**config.mk**
```make
export PLATFORM = sky130hd
export DESIGN_NAME = branch_predictor
export DESIGN_NICKNAME = d
export VERILOG_FILES = /design/src/rtl/branch_predictor.sv
export SDC_FILE = /design/constraint.sdc
export NUM_CORES = 1
export LEC_CHECK = 0
export CORE_MARGIN = 2
export CORE_UTILIZATION = 51
export DETAILED_ROUTE_END_ITERATION = 6
export PLACE_DENSITY = 0.77
export SETUP_SLACK_MARGIN = 0.5
export SLEW_MARGIN = 30
export SYNTH_ARGS = -nofsm -noshare
export SYNTH_HDL_FRONTEND = slang
export SYNTH_SLANG_ARGS = --single-unit
```
**constraint.sdc**
```tcl
create_clock -name clk -period 7.6 [get_ports clk]
set_input_delay 1.52 -clock clk [delete_from_list [all_inputs] [get_ports clk]]
set_output_delay 1.52 -clock clk [all_outputs]
set_load 0.02 [all_outputs]
```
**src/rtl/branch_predictor.sv**
```systemverilog
// Direct-mapped BTB with per-entry saturating counters and a non-speculative
// global history register. Index selection is either bimodal or gshare.
module branch_predictor #(
  parameter int XLEN      = 32,
  parameter int ENTRIES   = 16,
  parameter int CNTR_BITS = 2,
  parameter int GHR_BITS  = 4,
  parameter int GSHARE    = 0
) (
  input  logic                clk,
  input  logic                rst,
  input  logic [XLEN-1:0]     if_pc_i,
  output logic                pred_hit_o,
  output logic                pred_taken_o,
  output logic [XLEN-1:0]     pred_target_o,
  output logic [GHR_BITS-1:0] pred_ghr_o,
  input  logic                ex_valid_i,
  input  logic [XLEN-1:0]     ex_pc_i,
  input  logic [3:0]          ex_cfuop_i,
  input  logic                ex_taken_i,
  input  logic [XLEN-1:0]     ex_target_i,
  input  logic [GHR_BITS-1:0] ex_ghr_i
);

  localparam int IW = $clog2(ENTRIES);
  localparam int TW = XLEN - IW - 2;

  localparam logic [3:0] OP_BEQ  = 4'd1;
  localparam logic [3:0] OP_BGEU = 4'd6;
  localparam logic [3:0] OP_JAL  = 4'd7;
  localparam logic [3:0] OP_JALR = 4'd8;

  localparam logic [CNTR_BITS-1:0] CNTR_MAX = '1;
  localparam logic [CNTR_BITS-1:0] CNTR_WT  = CNTR_BITS'(1) << (CNTR_BITS - 1);
  localparam logic [CNTR_BITS-1:0] CNTR_WNT = CNTR_WT - CNTR_BITS'(1);

  logic                 valid_reg  [ENTRIES];
  logic                 jump_reg   [ENTRIES];
  logic [TW-1:0]        tag_reg    [ENTRIES];
  logic [XLEN-1:0]      target_reg [ENTRIES];
  logic [CNTR_BITS-1:0] cntr_reg   [ENTRIES];
  logic [GHR_BITS-1:0]  ghr_reg;
  logic [GHR_BITS-1:0]  ghr_next;

  logic [IW-1:0]        lk_hash, up_hash, lk_idx, up_idx;
  logic [TW-1:0]        lk_tag, up_tag;
  logic                 is_cond, is_jump, up_hit;
  logic                 meta_we, meta_jump, target_we, cntr_we;
  logic [CNTR_BITS-1:0] cntr_cur, cntr_new;
  logic                 unused_bits;

  // gshare folds history into the low index bits only; tags stay pure PC bits
  assign lk_hash = (GSHARE != 0) ? IW'(ghr_reg)  : '0;
  assign up_hash = (GSHARE != 0) ? IW'(ex_ghr_i) : '0;
  assign lk_idx  = if_pc_i[IW+1:2] ^ lk_hash;
  assign up_idx  = ex_pc_i[IW+1:2] ^ up_hash;
  assign lk_tag  = if_pc_i[XLEN-1:IW+2];
  assign up_tag  = ex_pc_i[XLEN-1:IW+2];

  assign pred_hit_o    = valid_reg[lk_idx] && (tag_reg[lk_idx] == lk_tag);
  assign pred_taken_o  = pred_hit_o && (jump_reg[lk_idx] || cntr_reg[lk_idx][CNTR_BITS-1]);
  assign pred_target_o = pred_taken_o ? target_reg[lk_idx] : (if_pc_i + XLEN'(4));
  assign pred_ghr_o    = ghr_reg;

  generate
    if (GHR_BITS == 1) begin : g_ghr1
      assign ghr_next = ex_taken_i;
    end else begin : g_ghrn
      assign ghr_next = {ex_ghr_i[GHR_BITS-2:0], ex_taken_i};
    end
  endgenerate

  assign unused_bits = ^{ex_pc_i[1:0], ex_ghr_i};

  always_comb begin
    is_cond   = ex_valid_i && (ex_cfuop_i >= OP_BEQ) && (ex_cfuop_i <= OP_BGEU);
    is_jump   = ex_valid_i && ((ex_cfuop_i == OP_JAL) || (ex_cfuop_i == OP_JALR));
    up_hit    = valid_reg[up_idx] && (tag_reg[up_idx] == up_tag);
    cntr_cur  = cntr_reg[up_idx];
    meta_we   = 1'b0;
    meta_jump = 1'b0;
    target_we = 1'b0;
    cntr_we   = 1'b0;
    cntr_new  = cntr_cur;
    if (is_jump) begin
      meta_we   = 1'b1;
      meta_jump = 1'b1;
      target_we = 1'b1;
    end else if (is_cond) begin
      if (up_hit) begin
        cntr_we   = 1'b1;
        target_we = ex_taken_i;
        if (ex_taken_i)
          cntr_new = (cntr_cur == CNTR_MAX) ? cntr_cur : cntr_cur + CNTR_BITS'(1);
        else
          cntr_new = (cntr_cur == '0) ? cntr_cur : cntr_cur - CNTR_BITS'(1);
      end else if (ex_taken_i) begin
        meta_we   = 1'b1;
        target_we = 1'b1;
        cntr_we   = 1'b1;
        cntr_new  = CNTR_WT;
      end
    end
  end

  always_ff @(posedge clk) begin
    if (rst) begin
      for (int i = 0; i < ENTRIES; i++) begin
        valid_reg[i] <= 1'b0;
        cntr_reg[i]  <= CNTR_WNT;
      end
      ghr_reg <= '0;
    end else begin
      if (meta_we) valid_reg[up_idx] <= 1'b1;
      if (cntr_we) cntr_reg[up_idx]  <= cntr_new;
      if (is_cond) ghr_reg           <= ghr_next;
    end
  end

  // Payload fields need no reset: they are only observed behind a valid bit
  always_ff @(posedge clk) begin
    if (!rst) begin
      if (meta_we) begin
        tag_reg[up_idx]  <= up_tag;
        jump_reg[up_idx] <= meta_jump;
      end
      if (target_we) target_reg[up_idx] <= ex_target_i;
    end
  end

endmodule

```
==> results.sh, run 1 <==
export IMPL_layout_cells_non_filler=3645
export IMPL_largest_reg_flops=512
export IMPL_portBuffers=142
export IMPL_worstHoldPathType="flip-flop to flip-flop"
export IMPL_ys_ff_latch=996
export IMPL_synth_xor_area_share=0.0167
export IMPL_async_flop_share=0
export IMPL_cts_root_buf="clkbuf_16"
export IMPL_crit_arrival_ns=5.46
export IMPL_setup_tns_ns=0
export IMPL_via_count=24370
export IMPL_final_cell_mix="976 x edfxtp_1, 359 x mux4_2, 136 x mux2i_1"
export IMPL_num_rows=107
export IMPL_timing_rr_start="tag_reg[10][24]"
export IMPL_status="complete, no violations"
export IMPL_cts_hold_buf=0
export IMPL_fp_dieH_um=298
export IMPL_yosys_area_share_simple=0.0355
export IMPL_hold_path_endpoint="pred_ghr_o[0]"
export IMPL_grt_total_usage=0.264
export IMPL_max_slew_margin_rel=0.366
export IMPL_grt_overflow=0
export IMPL_nets=2522
export IMPL_p_seq_frac=0.513
export IMPL_cts_tree="built"
export IMPL_cp_max_fo=61
export IMPL_layout_commonest_cell="edfxtp_1"
export IMPL_drt_initial_drc_count=3086
export IMPL_reg2regPathDepth=10
export IMPL_start_util=0.516
export IMPL_hold_start="pred_ghr_o[0]"
export IMPL_vdd_drop_max_v=0.000262
export IMPL_grt_max_degree=108
export IMPL_ys_flop_type="edfxtp_1"
export IMPL_cts_buffer_depth=3
export IMPL_switchingPower_mw=2.66
export IMPL_maxSlewViolCount=0
export IMPL_gp_congestion=0.861
export IMPL_syn_area_sq_um=44000
export IMPL_drv_cap=0
export IMPL_r2r_slack_ns=3.33
export IMPL_coreArea_sq_um=85400
export IMPL_cts_buffers_inserted=97
export IMPL_required_ns=6.08
export IMPL_area_growth_pct=14.8
export IMPL_vias_per_cell=6.69
export IMPL_grt_first_pass_wirelength_mm=170
export IMPL_synth_top_family_by_area="multiplexers"
export IMPL_dr_pass1_iters=6
export IMPL_start_kind="input pin"
export IMPL_synth_compound_area_frac=0.0284
export IMPL_pwr_share_comb=0.077
export IMPL_power_leakage_nw=16.0
export IMPL_pwr_share_clk=0.410
export IMPL_hold_violations=0
export IMPL_fin_crit_ns=6.98
export IMPL_synthMuxAreaShare=0.227
export IMPL_finClkSkew_ns=0.0489
export IMPL_syn_nets=2340
export IMPL_ys_types=76
export IMPL_grt_setup_unrepaired="false"
export IMPL_r2r_end="tag_reg[11][9]"
export IMPL_seq_area_frac_synth=0.675
export IMPL_cp_end_kind="output port"
export IMPL_syn_inst=2231
export IMPL_fin_crit_sh=0.918
export IMPL_die_area_sq_um=88700
export IMPL_place_inst=3455
export IMPL_synth_edf_count=976
export IMPL_holdWs_ns=0.459
export IMPL_critPathKind="input pin to output port"
export IMPL_wl_per_cell_um=32.2
export IMPL_clk_latency_ns=0.69
export IMPL_ioPinCount=146
export IMPL_drive_above_1_share=0.287
export IMPL_power_density_nw_per_um2=234
export IMPL_cts_num_sinks=996
export IMPL_htree_levels=3
export IMPL_avgSynthCellArea_sq_um=19.7
export IMPL_drc=0
export IMPL_p_int_mw=9.17
export IMPL_synthAdderAreaFrac=0.000511
export IMPL_swShare=0.225
export IMPL_antenna_found_initial=12
export IMPL_clk_pin_slew_ns=0.06
export IMPL_routed_wl_mm=117
export IMPL_fmax_mhz=143
export IMPL_die_w_um=298
export IMPL_finalSetupViolCount=0
export IMPL_min_path_cells=2
export IMPL_grt_pass1_vias=25107
export IMPL_ant_nets=0
export IMPL_nFillCells=6010
export IMPL_tightestPinTransition_ns=0.940
export IMPL_yosysWarnings=0
export IMPL_hpwl_mm=68.9
## worst max-delay path by stage
stage / slack, ns / to / start / cells past startpoint
after floorplan: 1.41 / pred_target_o[2] / if_pc_i[2] / 14
after global placement: 0.39 / pred_target_o[12] / if_pc_i[2] / 13
after detailed placement: 0.32 / pred_target_o[14] / if_pc_i[2] / 13
after CTS: 0.52 / pred_target_o[14] / if_pc_i[3] / 12
after global routing: 0.51 / pred_target_o[24] / if_pc_i[2] / 13
final: 0.62 / pred_target_o[10] / if_pc_i[4] / 13
## worst max-delay path: stages
cell and delay [ns]:
buf_8 0.48, buf_4 0.29, mux4_2 0.19, mux2i_1 0.06, mux2i_1 0.46, xnor2_1 0.19, nand4_1 0.12, nor4_1 0.36
nand4_1 0.19, or2_2 0.38, buf_4 0.25, mux2_2 0.29, clkdlybuf4s50_1 0.60
## cell type report
class	instances	area [sq um]	area share
Sequential cell	996	29700	0.588
Multi-Input combinational cell	1069	13800	0.273
Clock buffer	114	2490	0.0493
Timing Repair Buffer	235	2320	0.0459
Tap cell	1144	1430	0.0283
Clock inverter	66	752	0.0149
Inverter	14	52.6	0.00104
Antenna cell	7	17.5	0.000346
## routing by layer
metal  wire, um  global-route usage  vias to the layer above
met5         82                   0                        -
met4       4400              0.0985                       12
met3      13400              0.0785                      276
met2      56700               0.421                     1622
met1      42600               0.347                    12665
li1           -                   -                     9795
## cells in the mapped netlist (3+ instances only)
| cell | number | area, sq um |
|---|---|---|
| buf_4 | 16 | 120 |
| inv_1 | 14 | 52.6 |
| a221oi_1 | 3 | 26.3 |
| dfxtp_1 | 20 | 400 |
| nand3_1 | 20 | 100 |
| a31o_1 | 14 | 123 |
| nand4_1 | 27 | 169 |
| o22ai_1 | 7 | 43.8 |
| xnor2_1 | 59 | 517 |
| a31o_2 | 3 | 26.3 |
| o31ai_1 | 3 | 22.5 |
| nor4b_2 | 16 | 240 |
| a22oi_1 | 23 | 173 |
| and3_1 | 10 | 62.6 |
| buf_6 | 5 | 56.3 |
| nor2_1 | 58 | 218 |
| mux2i_1 | 136 | 1360 |
| or4_1 | 6 | 45.0 |
| nor2b_1 | 20 | 125 |
| a21oi_1 | 30 | 150 |
| nand2_1 | 51 | 191 |
| o2bb2ai_1 | 9 | 78.8 |
| mux2_2 | 47 | 529 |
| o21ai_0 | 10 | 50.1 |
| nor3_1 | 27 | 135 |
| edfxtp_1 | 976 | 29300 |
| buf_1 | 28 | 105 |
| clkbuf_1 | 59 | 221 |
| xor2_1 | 25 | 219 |
| a21o_1 | 10 | 75.1 |
| mux4_2 | 359 | 8090 |
| a31oi_1 | 3 | 18.8 |
| a211oi_1 | 20 | 150 |
| and2_1 | 4 | 25.0 |
| o2111ai_1 | 3 | 26.3 |
| buf_2 | 44 | 220 |
| nand2b_1 | 7 | 43.8 |
| nand3b_1 | 7 | 52.6 |
| nor4_1 | 5 | 31.3 |
## timing repair
action,4_1_cts,5_1_grt
resized for setup,6,1
gates cloned,2,0
setup buffers,0,1
endpoints found under the setup margin,33,31
pin swaps,0,1
## logic make-up after synthesis
logic type / count (synthesis)
flip-flops: 996
AND/OR/NAND/NOR: 273
XOR/XNOR: 84
multiplexers: 542
buffers and inverters: 166
adder cells (fa/ha/maj): 2
AO/OA/AOI/OAI: 168
## per-stage QoR
stage	util	setup slack [ns]	cell area, sq um	total power [mW]
6_report	0.592	0.620	50600	11.8
5_1_grt	0.592	0.513	50600	12.1
4_1_cts	0.592	0.516	50500	11.9
3_5_place_dp	0.553	0.320	47200	7.08
3_3_place_gp	0.552	0.388	47200	7.05
2_1_floorplan	-	1.41	44000	6.71
## power by group through the flow
stage	sequential (mW)	combinational [mW]	clock (mW)
2_1_floorplan	6.18	0.526	0
3_3_place_gp	6.18	0.873	0
3_5_place_dp	6.18	0.891	0
4_1_cts	6.07	0.905	4.90
5_1_grt	6.07	0.961	5.09
6_report	6.07	0.912	4.85
Power figures use the tool's default switching activity.
==> run 2: changes to the inputs <==
SETUP_SLACK_MARGIN = 0.05   (was 0.5)
==> run 2 against run 1 <==
Net effect:
- sequential cell count is the same
- register-to-register slack worse by 0.07 ns
- first-iteration DRC count down 1.2%
- clock power hardly changed
- clock skew down 0.0061 ns
- sequential power about the same
- routed wire length shrank 0.40%
- hold slack improved by 0.00077 ns
- critical path depth is the same
- sequential share of layout area is 0.13 points higher
- power barely moved
==> results.sh, run 2 (synthesized netlist as in run 1, its figures left out) <==
export IMPL_status="complete, no violations"
export IMPL_cts_root_buf="clkbuf_16"
export IMPL_via_count=24291
export IMPL_hold_violations=0
export IMPL_r2r_end="tag_reg[11][3]"
export IMPL_portBuffers=142
export IMPL_fmax_mhz=137
export IMPL_multi_input_area_sq_um=13800
export IMPL_wl_per_cell_um=32.1
export IMPL_grt_first_pass_wirelength_mm=169
export IMPL_htree_levels=3
export IMPL_drv_cap=0
export IMPL_cts_num_sinks=996
export IMPL_path_buf_inv=4
export IMPL_largest_reg_flops=512
export IMPL_required_ns=6.08
export IMPL_layout_cells_non_filler=3641
export IMPL_ant_nets=0
export IMPL_max_slew_margin_rel=0.352
export IMPL_num_rows=107
export IMPL_grt_max_degree=108
export IMPL_startpoint="if_pc_i[2]"
export IMPL_cp_max_fo=38
export IMPL_grt_busiest_layer="met2"
export IMPL_grt_util_met2=0.412
export IMPL_min_path_cells=2
export IMPL_tightestPinTransition_ns=0.962
export IMPL_reg2regPathDepth=10
export IMPL_critPathKind="input pin to output port"
export IMPL_cp_top_family="buffers and inverters"
export IMPL_cts_tree="built"
export IMPL_power_density_nw_per_um2=234
export IMPL_start_kind="input pin"
export IMPL_cts_buffers_inserted=97
export IMPL_drc=0
export IMPL_nets=2519
export IMPL_antenna_found_initial=17
export IMPL_grt_pass1_vias=25029
export IMPL_clk_latency_ns=0.68
export IMPL_finClkSkew_ns=0.0428
export IMPL_start_util=0.516
export IMPL_grt_util_met3=0.0893
export IMPL_fin_crit_sh=0.960
export IMPL_hpwl_mm=68.9
export IMPL_coreArea_sq_um=85400
export IMPL_place_inst=3455
export IMPL_vias_per_cell=6.67
export IMPL_timing_rr_start="tag_reg[10][24]"
export IMPL_vdd_drop_max_v=0.000262
export IMPL_final_cell_mix="976 x edfxtp_1, 359 x mux4_2, 136 x mux2i_1"
export IMPL_regArea_sq_um=29700
export IMPL_grt_setup_unrepaired="false"
export IMPL_nFillCells=6029
export IMPL_cts_resized=0
export IMPL_worstHoldPathType="flip-flop to flip-flop"
export IMPL_grt_total_usage=0.263
export IMPL_die_w_um=298
export IMPL_drt_initial_drc_count=3050
export IMPL_grt_overflow=0
export IMPL_fp_dieH_um=298
export IMPL_path_depth=13
export IMPL_power_leakage_nw=15.9
export IMPL_crit_path_end="pred_target_o[14]"
export IMPL_die_area_sq_um=88700
export IMPL_use_met1=0.336
export IMPL_cp_end_kind="output port"
export IMPL_cts_buffer_depth=3
export IMPL_dr_pass1_iters=5
export IMPL_r2r_slack_ns=3.26
export IMPL_drive_above_1_share=0.286
export IMPL_layout_commonest_cell="edfxtp_1"
export IMPL_gp_congestion=0.861
export IMPL_area_growth_pct=14.6
export IMPL_crit_arrival_ns=5.77
export IMPL_cts_hold_buf=0
export IMPL_routed_wl_mm=117
export IMPL_ioPinCount=146
export IMPL_cpPeakStageDelay_ns=0.60
export IMPL_cts_setup_buffers=0
export IMPL_path_cells="buf_8, buf_12, mux4_2, nor2b_1, a211oi_1, a21oi_1, xor2_1, nor4_1, nand4_1, or2_2, buf_4, mux2_2, clkdlybuf4s50_1"
export IMPL_finalSetupViolCount=0
export IMPL_maxSlewViolCount=0
export IMPL_clk_pin_slew_ns=0.06
export IMPL_setup_tns_ns=0
export IMPL_fin_crit_ns=7.29
export IMPL_slowest_stage="clkdlybuf4s50_1"
-- run 2: worst min-delay path by stage --
stage | to | slack [ns] | start
5_1_grt | pred_ghr_o[3] | 0.49 | pred_ghr_o[3]
6_report | pred_ghr_o[0] | 0.46 | pred_ghr_o[0]
4_1_cts | pred_ghr_o[3] | 0.46 | pred_ghr_o[3]
2_1_floorplan | valid_reg[14] | 0.44 | valid_reg[14]
3_3_place_gp | pred_ghr_o[3] | 0.45 | pred_ghr_o[3]
3_5_place_dp | pred_ghr_o[3] | 0.45 | pred_ghr_o[3]
-- run 2: worst min-delay path: cells and delay by family (launching register included) --
kind               cells  cell delay [ns]
DFF                    1             0.31
and+or+nand+nor        1             0.05
AOI/OAI and AO/OA      1             0.05
-- run 2: layout make-up --
type | count | share of cell area
clock buffer | 114 | 0.0494
sequential | 996 | 0.589
timing repair buffer | 232 | 0.0439
antenna | 6 | 0.000298
tap | 1144 | 0.0284
clock inverter | 66 | 0.0149
multi-input combinational | 1069 | 0.273
inverter | 14 | 0.00104
-- run 2: where the power goes --
part           total [mW]  leakage [nW]  internal, mW  switching (mW)
Sequential           6.07          8.89          6.06          0.0121
Clock                4.85          1.56          2.72            2.13
Combinational       0.906          5.47         0.384           0.522
Total                11.8          15.9          9.16            2.67
-- run 2: per-layer routing --
layer | routed length (um) | vias up
met5 | 234 | -
met4 | 4980 | 24
met3 | 14100 | 298
met2 | 56100 | 1642
met1 | 41300 | 12532
li1 | - | 9795
-- run 2: through the flow --
| stage | worst slack (ns) | hold slack [ns] | cell area, sq um | total power [mW] | utilization |
|---|---|---|---|---|---|
| after global placement | 0.388 | 0.446 | 47200 | 7.05 | 0.552 |
| after global routing | 0.0948 | 0.494 | 50400 | 12.1 | 0.591 |
| after detailed placement | 0.320 | 0.450 | 47200 | 7.08 | 0.553 |
| after floorplan | 1.41 | 0.438 | 44000 | 6.71 | - |
| final | 0.305 | 0.460 | 50400 | 11.8 | 0.591 |
| after CTS | 0.297 | 0.458 | 50400 | 11.9 | 0.590 |
